==> config.mk <==
export PLATFORM = sky130hd
export DESIGN_NAME = fpu_mantissa_normalizer_flat
export DESIGN_NICKNAME = d
export VERILOG_FILES = /design/src/rtl/fpu_mantissa_normalizer_if.sv /design/src/rtl/fpu_mantissa_normalizer.sv /design/src/flat_wrapper.sv
export SDC_FILE = /design/constraint.sdc
export NUM_CORES = 1
export LEC_CHECK = 0
export BUFFER_PORTS_ARGS = -buffer_cell sky130_fd_sc_hd__buf_2
export CORE_ASPECT_RATIO = 0.7
export CORE_UTILIZATION = 63
export DETAILED_ROUTE_END_ITERATION = 12
export GPL_TIMING_DRIVEN = 1
export PLACE_DENSITY_LB_ADDON = 0.1
export SYNTH_ARGS = -nofsm -noshare
export SYNTH_HDL_FRONTEND = slang
export SYNTH_SLANG_ARGS = --single-unit
==> constraint.sdc <==
create_clock -name clk -period 14.3 [get_ports clk]
set_clock_uncertainty 0.2 [all_clocks]
set_input_delay 2.145 -clock clk [delete_from_list [all_inputs] [get_ports clk]]
set_output_delay 2.145 -clock clk [all_outputs]
set_load 0.05 [all_outputs]
==> src/rtl/fpu_mantissa_normalizer_if.sv <==
// Handshake bundle for the mantissa normalizer: operand in, normalized result out.
// slave = the normalizer's view, master = the surrounding pipeline's view.
interface fpu_mantissa_normalizer_if #(
  parameter int WIDTH     = 64,
  parameter int EXP_WIDTH = 15,
  parameter int SHW       = 7
);
  logic                 in_valid;
  logic                 in_ready;
  logic                 in_sign;
  logic [EXP_WIDTH-1:0] in_exp;
  logic [WIDTH-1:0]     in_mant;

  logic                 out_valid;
  logic                 out_ready;
  logic                 out_sign;
  logic [EXP_WIDTH-1:0] out_exp;
  logic [WIDTH-1:0]     out_mant;
  logic [SHW-1:0]       out_shift;
  logic                 out_zero;
  logic                 out_denorm;

  modport slave (
    input  in_valid, in_sign, in_exp, in_mant, out_ready,
    output in_ready, out_valid, out_sign, out_exp, out_mant, out_shift, out_zero, out_denorm
  );

  modport master (
    output in_valid, in_sign, in_exp, in_mant, out_ready,
    input  in_ready, out_valid, out_sign, out_exp, out_mant, out_shift, out_zero, out_denorm
  );
endinterface

==> src/rtl/fpu_mantissa_normalizer.sv <==
// Extended-precision mantissa normalizer: counts leading zeros, shifts left, lowers exponent.
// Single-entry, 4-state multicycle unit; result held until downstream takes it.
module fpu_mantissa_normalizer #(
  parameter int WIDTH     = 64,
  parameter int EXP_WIDTH = 15,
  parameter int SHW       = 7
) (
  input  logic                   clk,
  input  logic                   reset,
  fpu_mantissa_normalizer_if.slave bus
);

  typedef enum logic [1:0] {IDLE, COUNT, SHIFT, DONE} state_e;

  state_e               state_q, state_d;
  logic                 sign_q;
  logic [EXP_WIDTH-1:0] exp_q;
  logic [WIDTH-1:0]     mant_q;
  logic [SHW-1:0]       shamt_q;
  logic                 zero_q;
  logic                 denorm_q;

  logic                 out_valid_q;
  logic                 out_sign_q;
  logic [EXP_WIDTH-1:0] out_exp_q;
  logic [WIDTH-1:0]     out_mant_q;
  logic [SHW-1:0]       out_shift_q;
  logic                 out_zero_q;
  logic                 out_denorm_q;

  logic                 in_ready;
  logic                 accept;
  logic                 release_out;

  logic [SHW-1:0]       lzc;
  logic [EXP_WIDTH-1:0] lzc_ext;
  logic                 floor_hit;
  logic [SHW-1:0]       shamt_c;

  // State register
  always_ff @(posedge clk or posedge reset) begin
    if (reset) state_q <= IDLE;
    else       state_q <= state_d;
  end

  // Next-state logic
  always_comb begin
    state_d = state_q;
    case (state_q)
      IDLE:    if (bus.in_valid)  state_d = COUNT;
      COUNT:                      state_d = SHIFT;
      SHIFT:                      state_d = DONE;
      DONE:    if (bus.out_ready) state_d = IDLE;
      default:                    state_d = IDLE;
    endcase
  end

  // Output / control decode
  always_comb begin
    in_ready    = (state_q == IDLE);
    accept      = in_ready && bus.in_valid;
    release_out = (state_q == DONE) && out_valid_q && bus.out_ready;
  end

  // Last set bit scanned upward wins, so lzc ends at the most significant one.
  always_comb begin
    lzc = SHW'(WIDTH);
    for (int i = 0; i < WIDTH; i++) begin
      if (mant_q[i]) lzc = SHW'(WIDTH - 1 - i);
    end
  end

  // Clamp the shift so the exponent stops at zero instead of wrapping.
  assign lzc_ext   = {{(EXP_WIDTH-SHW){1'b0}}, lzc};
  assign floor_hit = (lzc_ext > exp_q);
  assign shamt_c   = floor_hit ? exp_q[SHW-1:0] : lzc;

  always_ff @(posedge clk or posedge reset) begin
    if (reset) begin
      sign_q       <= 1'b0;
      exp_q        <= '0;
      mant_q       <= '0;
      shamt_q      <= '0;
      zero_q       <= 1'b0;
      denorm_q     <= 1'b0;
      out_valid_q  <= 1'b0;
      out_sign_q   <= 1'b0;
      out_exp_q    <= '0;
      out_mant_q   <= '0;
      out_shift_q  <= '0;
      out_zero_q   <= 1'b0;
      out_denorm_q <= 1'b0;
    end else begin
      if (accept) begin
        sign_q <= bus.in_sign;
        exp_q  <= bus.in_exp;
        mant_q <= bus.in_mant;
      end
      if (state_q == COUNT) begin
        shamt_q  <= shamt_c;
        zero_q   <= (mant_q == '0);
        denorm_q <= (mant_q != '0) && floor_hit;
      end
      if (state_q == SHIFT) begin
        out_valid_q  <= 1'b1;
        out_sign_q   <= sign_q;
        out_zero_q   <= zero_q;
        out_denorm_q <= denorm_q;
        out_mant_q   <= zero_q ? '0 : (mant_q << shamt_q);
        out_exp_q    <= zero_q ? '0 : (exp_q - EXP_WIDTH'(shamt_q));
        out_shift_q  <= zero_q ? '0 : shamt_q;
      end
      if (release_out) out_valid_q <= 1'b0;
    end
  end

  assign bus.in_ready   = in_ready;
  assign bus.out_valid  = out_valid_q;
  assign bus.out_sign   = out_sign_q;
  assign bus.out_exp    = out_exp_q;
  assign bus.out_mant   = out_mant_q;
  assign bus.out_shift  = out_shift_q;
  assign bus.out_zero   = out_zero_q;
  assign bus.out_denorm = out_denorm_q;

endmodule

==> src/flat_wrapper.sv <==
// flat-port wrapper written by rule: the top's interface ports become plain ports
module fpu_mantissa_normalizer_flat 
#(
  parameter int WIDTH     = 64,
  parameter int EXP_WIDTH = 15,
  parameter int SHW       = 7
)
  (clk, reset, bus_in_valid, bus_in_sign, bus_in_exp, bus_in_mant, bus_out_ready, bus_in_ready, bus_out_valid, bus_out_sign, bus_out_exp, bus_out_mant, bus_out_shift, bus_out_zero, bus_out_denorm);
  fpu_mantissa_normalizer_if #(.WIDTH(WIDTH), .EXP_WIDTH(EXP_WIDTH), .SHW(SHW)) bus_i ();
  input  logic clk;
  input  logic reset;
  input wire logic [$bits(bus_i.in_valid)-1:0] bus_in_valid;
  input wire logic [$bits(bus_i.in_sign)-1:0] bus_in_sign;
  input wire logic [$bits(bus_i.in_exp)-1:0] bus_in_exp;
  input wire logic [$bits(bus_i.in_mant)-1:0] bus_in_mant;
  input wire logic [$bits(bus_i.out_ready)-1:0] bus_out_ready;
  output wire logic [$bits(bus_i.in_ready)-1:0] bus_in_ready;
  output wire logic [$bits(bus_i.out_valid)-1:0] bus_out_valid;
  output wire logic [$bits(bus_i.out_sign)-1:0] bus_out_sign;
  output wire logic [$bits(bus_i.out_exp)-1:0] bus_out_exp;
  output wire logic [$bits(bus_i.out_mant)-1:0] bus_out_mant;
  output wire logic [$bits(bus_i.out_shift)-1:0] bus_out_shift;
  output wire logic [$bits(bus_i.out_zero)-1:0] bus_out_zero;
  output wire logic [$bits(bus_i.out_denorm)-1:0] bus_out_denorm;
  assign bus_i.in_valid = bus_in_valid;
  assign bus_i.in_sign = bus_in_sign;
  assign bus_i.in_exp = bus_in_exp;
  assign bus_i.in_mant = bus_in_mant;
  assign bus_i.out_ready = bus_out_ready;
  assign bus_in_ready = bus_i.in_ready;
  assign bus_out_valid = bus_i.out_valid;
  assign bus_out_sign = bus_i.out_sign;
  assign bus_out_exp = bus_i.out_exp;
  assign bus_out_mant = bus_i.out_mant;
  assign bus_out_shift = bus_i.out_shift;
  assign bus_out_zero = bus_i.out_zero;
  assign bus_out_denorm = bus_i.out_denorm;
  fpu_mantissa_normalizer #(.WIDTH(WIDTH), .EXP_WIDTH(EXP_WIDTH), .SHW(SHW)) u_core (.clk(clk), .reset(reset), .bus(bus_i));
endmodule
==> metrics.txt <==
outcome completed; crit path launch type flip-flop; async set or reset register ratio after synthesis 100%; top-count cell post-synth dfrtp_1; hold_sp u_core.bus.out_mant[3]; Area growth, synth to finish 11.6%; vias in the first global route 10700; Die X about 170 um; Worst-Margin Slew 1.01 ns; Yosys cell types 75; final WL 39300 um; HPWL after DPL ~28000 um; fillcell total ~1400; CP max stage delay around 0.94 ns; r2r endpoint u_core.bus.out_mant[60]; Congestion Overflow GR 0; Yosys top cell by area dfrtp_1; Fin. Hold Viols 0; die area between 20000 and 25000 um^2; reg-to-reg slack, setup about 9.7 ns; Mapped Nets 1345; CORE AREA approximately 19000 um^2; max-cap viol count 0; WP data required roughly 15 ns; # rows 42; Layout Nets 1442; top cells by area, synth dfrtp_1, mux2_2, mux2i_1; starting density of the core between 60% and 70%; drt pass-1 iters 7; Antenna Diode Count 0; Hold Buf Count CTS 0; Netlist Area Pre-Place 12500 um^2; Register Area ~4500 um^2; critical path type reg2reg; Post-CTS Setup Bufs 0; DR WL/cell 24.3 um; CTS tree built; Worst-Skew Late Latency 0.46 ns; maximum clock path buffer count 2; drt drc 0; Worst Hold Class reg2reg; Worst EP arrival 4.76 ns; Max Clk Rate 219 MHz; Yosys top cell area share 36.2%; fraction of layout cells with a size suffix above 1 30.3%; setup TNS 0 ns; clock slew at reported path FFs 0.08 ns; CP Capture Type flip-flop; largest fanout on the critical path 21; H-tree Lvls 4; clock sinks 181; Syn Inst Count ~1200; Num CTS Buffers 17; largest net degree at the start of global routing 86; DRT antenna net count 0; first-pass GRT wire length slightly above 60000 um; GP Congestion approximately 0.97; Vias per Instance between 7 and 8; clock root buffer clkbuf_16; Reg2Reg Depth 8; syn avg cell area 10.1 um^2; via count 11400; Hold Crit Endpoint u_core.bus.out_mant[3]; Multi-input gate area 7330 um^2; CP Cell Sequence inv_1 > ha_1 > or4b_2 > nor2_1 > nand2_1 > a2111oi_0 > a211o_1 > a221o_1; dominant synthesized flop cell dfrtp_1; Ys Warns 0; Post-synth EDFFs 0; final period utilization 31.9%; Post-CTS Resized 0; Final min period between 4 and 5 ns; antenna violations before repair 0; number of synthesized register bits 181; gr usage total approximately two fifths; Slowest-stage cell, CP or4b_2; RSZ-0062 raised after global routing no; Slew headroom 32.1%; most frequent cells after synthesis dfrtp_1, mux2_2, nand2_1, nor2_1, mux2i_1; register area share after synthesis 36.2%; worst hold path depth 1; Iter 0 DRT Violations 1649; Final setup viols 0; # IOs 175; final-report max-slew violation count 0; worst r2r src u_core.state_q[0]; Die Y 120 um; port bufs 174
worst max-delay path by stage:
stage	startpoint	endpoint	slack, ns	cells after the start
after global placement	u_core.state_q[0]	u_core.bus.out_mant[61]	10.17	8
after floorplan	reset	u_core.bus.out_denorm	7.04	1
final	u_core.state_q[0]	u_core.bus.out_mant[60]	9.74	8
after detailed placement	u_core.state_q[0]	u_core.bus.out_mant[61]	9.93	8
after CTS	u_core.state_q[0]	u_core.bus.out_mant[61]	9.89	8
after global routing	u_core.state_q[0]	u_core.bus.out_mant[60]	9.59	8
state kept, by name, summed over array words and instances, names as in the netlist:
register	count
u_core.bus.out_denorm	1
u_core.bus.out_exp	15
u_core.bus.out_mant	64
u_core.bus.out_shift	7
u_core.bus.out_sign	1
u_core.bus.out_valid	1
u_core.bus.out_zero	1
u_core.denorm_q	1
u_core.exp_q	15
u_core.mant_q	64
u_core.shamt_q	7
u_core.sign_q	1
u_core.state_q	2
u_core.zero_q	1
worst max-delay path: cells and delay by family (launching register included):
family	cells	cell delay, ns
AOI/OAI and AO/OA	3	0.88
adders and majority gates	1	0.61
buffers and inverters	1	0.10
DFF	1	0.42
and+or+nand+nor	3	2.27
per-layer routing:
metal  wire, um  track usage [%]
met1      16500             55.7
met2      17200             58.7
met3       4320             10.6
met4       1240             14.6
met5          0                0
kinds of logic (layout without fill, tap and decap cells):
| group | after synthesis | in the layout | synth area share [%] |
|---|---|---|---|
| AND/OR/NAND/NOR | 303 | 303 | 11.4 |
| XOR/XNOR | 6 | 6 | 0.420 |
| buffers and inverters | 148 | 258 | 5.26 |
| multiplexers | 261 | 261 | 25.8 |
| flip-flops | 181 | 181 | 36.2 |
| adder cells (fa/ha/maj) | 19 | 19 | 1.96 |
| AO/OA/AOI/OAI | 324 | 324 | 18.9 |
stage by stage:
stage               cell area, um^2  utilization (%)  std cells  hold slack, ns  setup WS [ns]
detailed placement            13300             69.5       1584           0.269           9.93
global route                  14000             72.8       1616           0.306           9.59
finish                        14000             72.8       1616           0.285           9.74
global placement              13300             69.5       1584           0.265          10.17
CTS                           14000             72.8       1616           0.284           9.89
floorplan                     12500                -       1242           0.248           7.04
cell usage in the layout, fill, tap and decap left out, types with 5 or more instances in the layout:
master,Yosys,final
a221o_1,9,9
a21oi_1,47,47
clkbuf_16,0,17
a22oi_1,11,11
nor2_1,89,89
a211oi_1,10,10
nor2b_1,16,16
o21ai_0,40,40
dfrtp_1,181,177
nand2b_1,11,11
nor4_1,26,26
nand3_1,10,10
buf_2,21,174
a222oi_1,9,9
inv_6,0,5
a2111oi_0,5,5
o2bb2ai_1,33,33
nor3_1,29,29
buf_4,6,15
a221oi_1,12,12
mux2i_1,87,87
o31ai_1,11,11
and3_1,6,6
ha_1,18,18
o221ai_1,11,11
a211o_1,12,12
mux4_2,31,31
o211ai_1,22,22
mux2_2,139,139
o22ai_1,31,31
a22o_1,12,12
nand2_1,89,88
inv_1,36,34
area by class of cell:
cell class                 instances  area share [%]
multi-input combinational        913            52.5
tap                              264            2.37
sequential                       181            32.5
timing repair buffer             189            7.04
clock inverter                    13            1.31
inverter                          37            1.03
clock buffer                      19            3.24
Power is not shown: default switching activity piles up to over one toggle a cycle in this logic, so the estimate is an artifact.
